**config.mk**
```make
export PLATFORM = sky130hd
export DESIGN_NAME = serial_ripple_subtractor
export DESIGN_NICKNAME = d
export VERILOG_FILES = /design/src/rtl/serial_ripple_subtractor.sv
export SDC_FILE = /design/constraint.sdc
export NUM_CORES = 1
export LEC_CHECK = 0
export ABC_CLOCK_PERIOD_IN_PS = 4850
export BUFFER_PORTS_ARGS = -buffer_cell sky130_fd_sc_hd__buf_4
export CAP_MARGIN = 20
export CORE_MARGIN = 10
export CORE_UTILIZATION = 43
export CTS_CLUSTER_DIAMETER = 50
export DETAILED_ROUTE_END_ITERATION = 8
export HOLD_SLACK_MARGIN = 0.05
export SLEW_MARGIN = 0
export SYNTH_ARGS = -nofsm -noshare
export SYNTH_HDL_FRONTEND = slang
export SYNTH_SLANG_ARGS = --single-unit
```
**constraint.sdc**
```tcl
create_clock -name clk -period 4.85 [get_ports clk]
set_input_delay 0.7275 -clock clk [delete_from_list [all_inputs] [get_ports clk]]
set_output_delay 0.7275 -clock clk [all_outputs]
set_load 0.01 [all_outputs]
```
**src/rtl/serial_ripple_subtractor.sv**
```systemverilog
// Bit-serial a - b - bin, one bit per clock LSB first through a single full-subtractor cell.
// Latency WIDTH+1 cycles start-to-done; start is ignored while busy (no queueing, no backpressure).
module serial_ripple_subtractor #(
  parameter int WIDTH = 4
) (
  input  logic             clk,
  input  logic             rst,
  input  logic             start,
  input  logic [WIDTH-1:0] a,
  input  logic [WIDTH-1:0] b,
  input  logic             bin,
  output logic             busy,
  output logic             done,
  output logic [WIDTH-1:0] diff,
  output logic             bout
);

  localparam int CW = (WIDTH > 1) ? $clog2(WIDTH) : 1;

  typedef enum logic [1:0] {IDLE, RUN, DONE} state_t;

  state_t           state;
  logic [WIDTH-1:0] a_q;
  logic [WIDTH-1:0] b_q;
  logic [WIDTH-1:0] res_q;
  logic [WIDTH-1:0] res_next;
  logic             brw;
  logic             brw_next;
  logic             a_bit;
  logic             b_bit;
  logic             d_bit;
  logic [CW-1:0]    cnt;
  logic             last;

  always_comb begin
    a_bit         = a_q[cnt];
    b_bit         = b_q[cnt];
    d_bit         = a_bit ^ b_bit ^ brw;
    brw_next      = (~a_bit & b_bit) | (~(a_bit ^ b_bit) & brw);
    res_next      = res_q;
    res_next[cnt] = d_bit;
    last          = (cnt == CW'(WIDTH - 1));
  end

  always_ff @(posedge clk) begin
    if (rst) begin
      state <= IDLE;
      busy  <= 1'b0;
      done  <= 1'b0;
      diff  <= '0;
      bout  <= 1'b0;
      a_q   <= '0;
      b_q   <= '0;
      res_q <= '0;
      brw   <= 1'b0;
      cnt   <= '0;
    end else begin
      case (state)
        // DONE accepts a new start exactly like IDLE, giving back-to-back operation
        IDLE, DONE: begin
          done <= 1'b0;
          if (start) begin
            a_q   <= a;
            b_q   <= b;
            brw   <= bin;
            res_q <= '0;
            cnt   <= '0;
            busy  <= 1'b1;
            state <= RUN;
          end else begin
            busy  <= 1'b0;
            state <= IDLE;
          end
        end
        RUN: begin
          res_q <= res_next;
          brw   <= brw_next;
          if (last) begin
            diff  <= res_next;
            bout  <= brw_next;
            busy  <= 1'b0;
            done  <= 1'b1;
            cnt   <= '0;
            state <= DONE;
          end else begin
            cnt <= cnt + CW'(1);
          end
        end
        default: begin
          busy  <= 1'b0;
          done  <= 1'b0;
          state <= IDLE;
        end
      endcase
    end
  end

endmodule

```
==> results.py <==
metrics = {
    "routing": {
        "drt_drc_violations_left": 0,
        "routed_via_count_divided_by_cell_count": 5.05,
        "drtAntennaViolNets": 0,
        "drt-initial-drc-count": 12,
        "route.detailed.wl_per_inst_um": 12.8,
        "drt_first_pass_iters": 4,
        "total_number_of_vias": 783,
        "wirelength_um": 1980,
    },
    "logic_synthesis": {
        "yosysSeqAreaShare_pct": 43.0,
        "synthesis.area_um2": 1020,
        "yosys_register_bits": 22,
        "syn_area_per_cell_um2": 9.14,
        "synth_edf_count": 0,
        "yosys.cell_types.count": 27,
        "synthCells": 112,
        "synth_top_area_share_pct": 43.0,
        "syn-num-nets": 129,
        "yosys.area.top_type": "sky130_fd_sc_hd__dfxtp_1",
        "netlist_top_cells_area": "sky130_fd_sc_hd__dfxtp_1 43%, sky130_fd_sc_hd__a21oi_1 6.8%, sky130_fd_sc_hd__nand2_1 6.6%",
        "synth_commonest_cells": "22 x sky130_fd_sc_hd__dfxtp_1, 18 x sky130_fd_sc_hd__nand2_1, 14 x sky130_fd_sc_hd__a21oi_1",
        "post-synth-top-count-cell": "sky130_fd_sc_hd__dfxtp_1",
        "synth_top_flop_cell": "sky130_fd_sc_hd__dfxtp_1",
        "synth-async-reset-ratio_pct": 0,
        "ys.warnings.count": 0,
    },
    "clock_tree": {
        "post-cts-setup-buffer-count": 0,
        "cts_sinks": 22,
        "htree_num_levels": 1,
        "clk_transition_reported_paths_ns": 0.12,
        "tritoncts_clock_tree": "yes",
        "ctsLongestPathBuffers": 2,
        "cts_root_cell": "sky130_fd_sc_hd__clkbuf_4",
        "cts_repair_resize_count": 0,
        "cts_inserted_buffers": 3,
        "post_cts_hold_buffer_count": 0,
        "clock_insertion_delay_worst_skew_ns": 0.31,
    },
    "setup_path": {
        "setup.worst_path.end_class": "register",
        "worstPathMaxFanout": 7,
        "start_kind": "register",
        "crit_path_top_delay_cell": "sky130_fd_sc_hd__fa_1",
        "cpLargestDelayFamily": "adder cells",
        "critical_path_data_required_time_ns": 5.08,
        "critPathKind": "register to register",
        "cp_data_arrival_time_ns": 2.32,
        "critical_path.n_buffers_inverters": 0,
        "worstPathCellList": "mux4_2, fa_1, and2_1, nor2_1, a211oi_1",
        "critPathMaxStageDelay_ns": 0.57,
    },
    "grt": {
        "grt_max_degree": 23,
        "track_usage_pct": 9.55,
        "antenna_found_initial": 0,
        "total_global_routing_overflow": 0,
        "via_count_of_the_first_global_routing_pass": 779,
        "grt_pass1_wl_um": 3440,
    },
    "pwr": {
        "pwr_density_cell_nw_per_um2": 296,
        "vdd_drop_max_mv": 0.191,
        "total_leakage_power_nw": 0.450,
    },
    "placement": {
        "dp.final_hpwl_um": 1480,
        "port_buffers": 18,
        "routabilityCongestion": 0.732,
    },
    "finish": {
        "finalCoreUtilization_pct": 51.5,
        "number_of_fill_cells": 232,
        "syn2layout_area_growth_pct": 12.5,
        "final_layout_size_suffix_gt1_share_pct": 21.3,
        "final_net_count": 145,
        "diodes": 0,
    },
    "floorplan": {
        "start_util_pct": 45.8,
        "die_height_um": 68.8,
        "core.rowCount": 17,
        "io_pins": 19,
        "die_area_um2": 4730,
        "die_width_um": 68.8,
        "fp.coreArea_um2": 2230,
    },
    "sta": {
        "tcrit_tclk_final_pct": 43.0,
        "fmaxAchievable_mhz": 479,
        "drv_slew": 0,
        "setup_viol": 0,
        "final_hold_viol_count": 0,
        "time_the_final_worst_path_needs_with_i_o_delays_and_setup_ns": 2.09,
        "holdWs_ns": 0.461,
        "setup_total_negative_slack_ns": 0,
        "fin_skew_ns": 0.00500,
        "rsz0062_at_grt": "false",
        "worstMarginPinSlew_ns": 0.578,
        "maxSlewHeadroom_pct": 61.5,
    },
    "job": {
        "max_cap_viol_count": 0,
    },
    "outcome": {
        "outcome": "finished clean",
    },
    "hold_path": {
        "timing.hold.worst.class": "register to register",
    },
}
[cell families after synthesis]
group / share of synthesized area (%)
flip-flops: 43.0
AO/OA/AOI/OAI: 13.4
multiplexers: 4.40
AND/OR/NAND/NOR: 23.1
adder cells (fa/ha/maj): 6.85
buffers and inverters: 9.17
[through the flow]
stage          total power (W)  instance area, um2  setup WS, ns  cells
2_1_floorplan         0.000234                1020          2.88    112
3_3_place_gp          0.000244                1110          2.81    151
3_5_place_dp          0.000245                1110          2.77    151
4_1_cts               0.000346                1150          2.74    155
5_1_grt               0.000362                1150          2.60    155
6_report              0.000341                1150          2.76    155
[report_power, final]
group,switching (W),internal [W],total (W)
Combinational,0.0000238,0.0000225,0.0000464
Clock,0.0000553,0.0000458,0.000101
Sequential,0.00000573,0.000188,0.000194
Total,0.0000848,0.000256,0.000341
[state kept, by name, summed over array words and instances, names as in the netlist]
| register | count |
|---|---|
| diff | 4 |
| brw | 1 |
| state | 2 |
| a_q | 4 |
| res_q | 3 |
| b_q | 4 |
| bout | 1 |
| done | 1 |
| cnt | 2 |
[layout make-up]
type / count / area [um2] / area share, %
repair buffers: 18 / 135 / 11.7
inverters: 4 / 15.0 / 1.30
clock buffers: 4 / 36.3 / 3.15
flip-flops and latches: 22 / 440 / 38.3
well taps: 28 / 35.0 / 3.04
multi-input cells: 79 / 489 / 42.5
[per-layer routing]
layer | share of wire, % | GRT usage (%) | vias up
met5 | 0 | 0 | -
met4 | 1.9 | 5.91 | 0
met3 | 4.3 | 2.25 | 4
met2 | 50 | 15.8 | 15
met1 | 44 | 10.9 | 360
li1 | - | - | 404
[tightest hold or removal path, stage by stage, from the launching register on]
cell                      delay, ns
sky130_fd_sc_hd__dfxtp_1       0.33
sky130_fd_sc_hd__nand2_1       0.05
sky130_fd_sc_hd__a21oi_1       0.05
[path summary, 6_finish.rpt]
path | from | to | slack, ns | cells after the start
worst max-delay path | cnt[0]$_SDFFE_PP0P_ | diff[1]$_SDFFE_PP0P_ | 2.76 | 5
worst min-delay path | a_q[2]$_SDFFE_PP0P_ | a_q[2]$_SDFFE_PP0P_ | 0.46 | 2
worst max register to register | cnt[0]$_SDFFE_PP0P_ | diff[1]$_SDFFE_PP0P_ | 2.76 | 5
worst min register to register | a_q[2]$_SDFFE_PP0P_ | a_q[2]$_SDFFE_PP0P_ | 0.46 | 2
[cell usage in the layout (no fill, tap or decap), drive strengths merged, types with 2 or more instances in the layout]
cell type / synthesis / routed
nand3: 5 / 5
o21ai: 3 / 3
and2b: 3 / 3
nor2: 10 / 10
a211oi: 4 / 4
inv: 4 / 4
clkbuf: 4 / 4
dfxtp: 22 / 22
nand2b: 3 / 3
nand2: 18 / 18
nor2b: 2 / 2
ha: 4 / 4
a21oi: 14 / 14
and2: 3 / 3
mux4: 2 / 2
buf: 3 / 18
No activity file was read; power rests on OpenSTA's default activity.
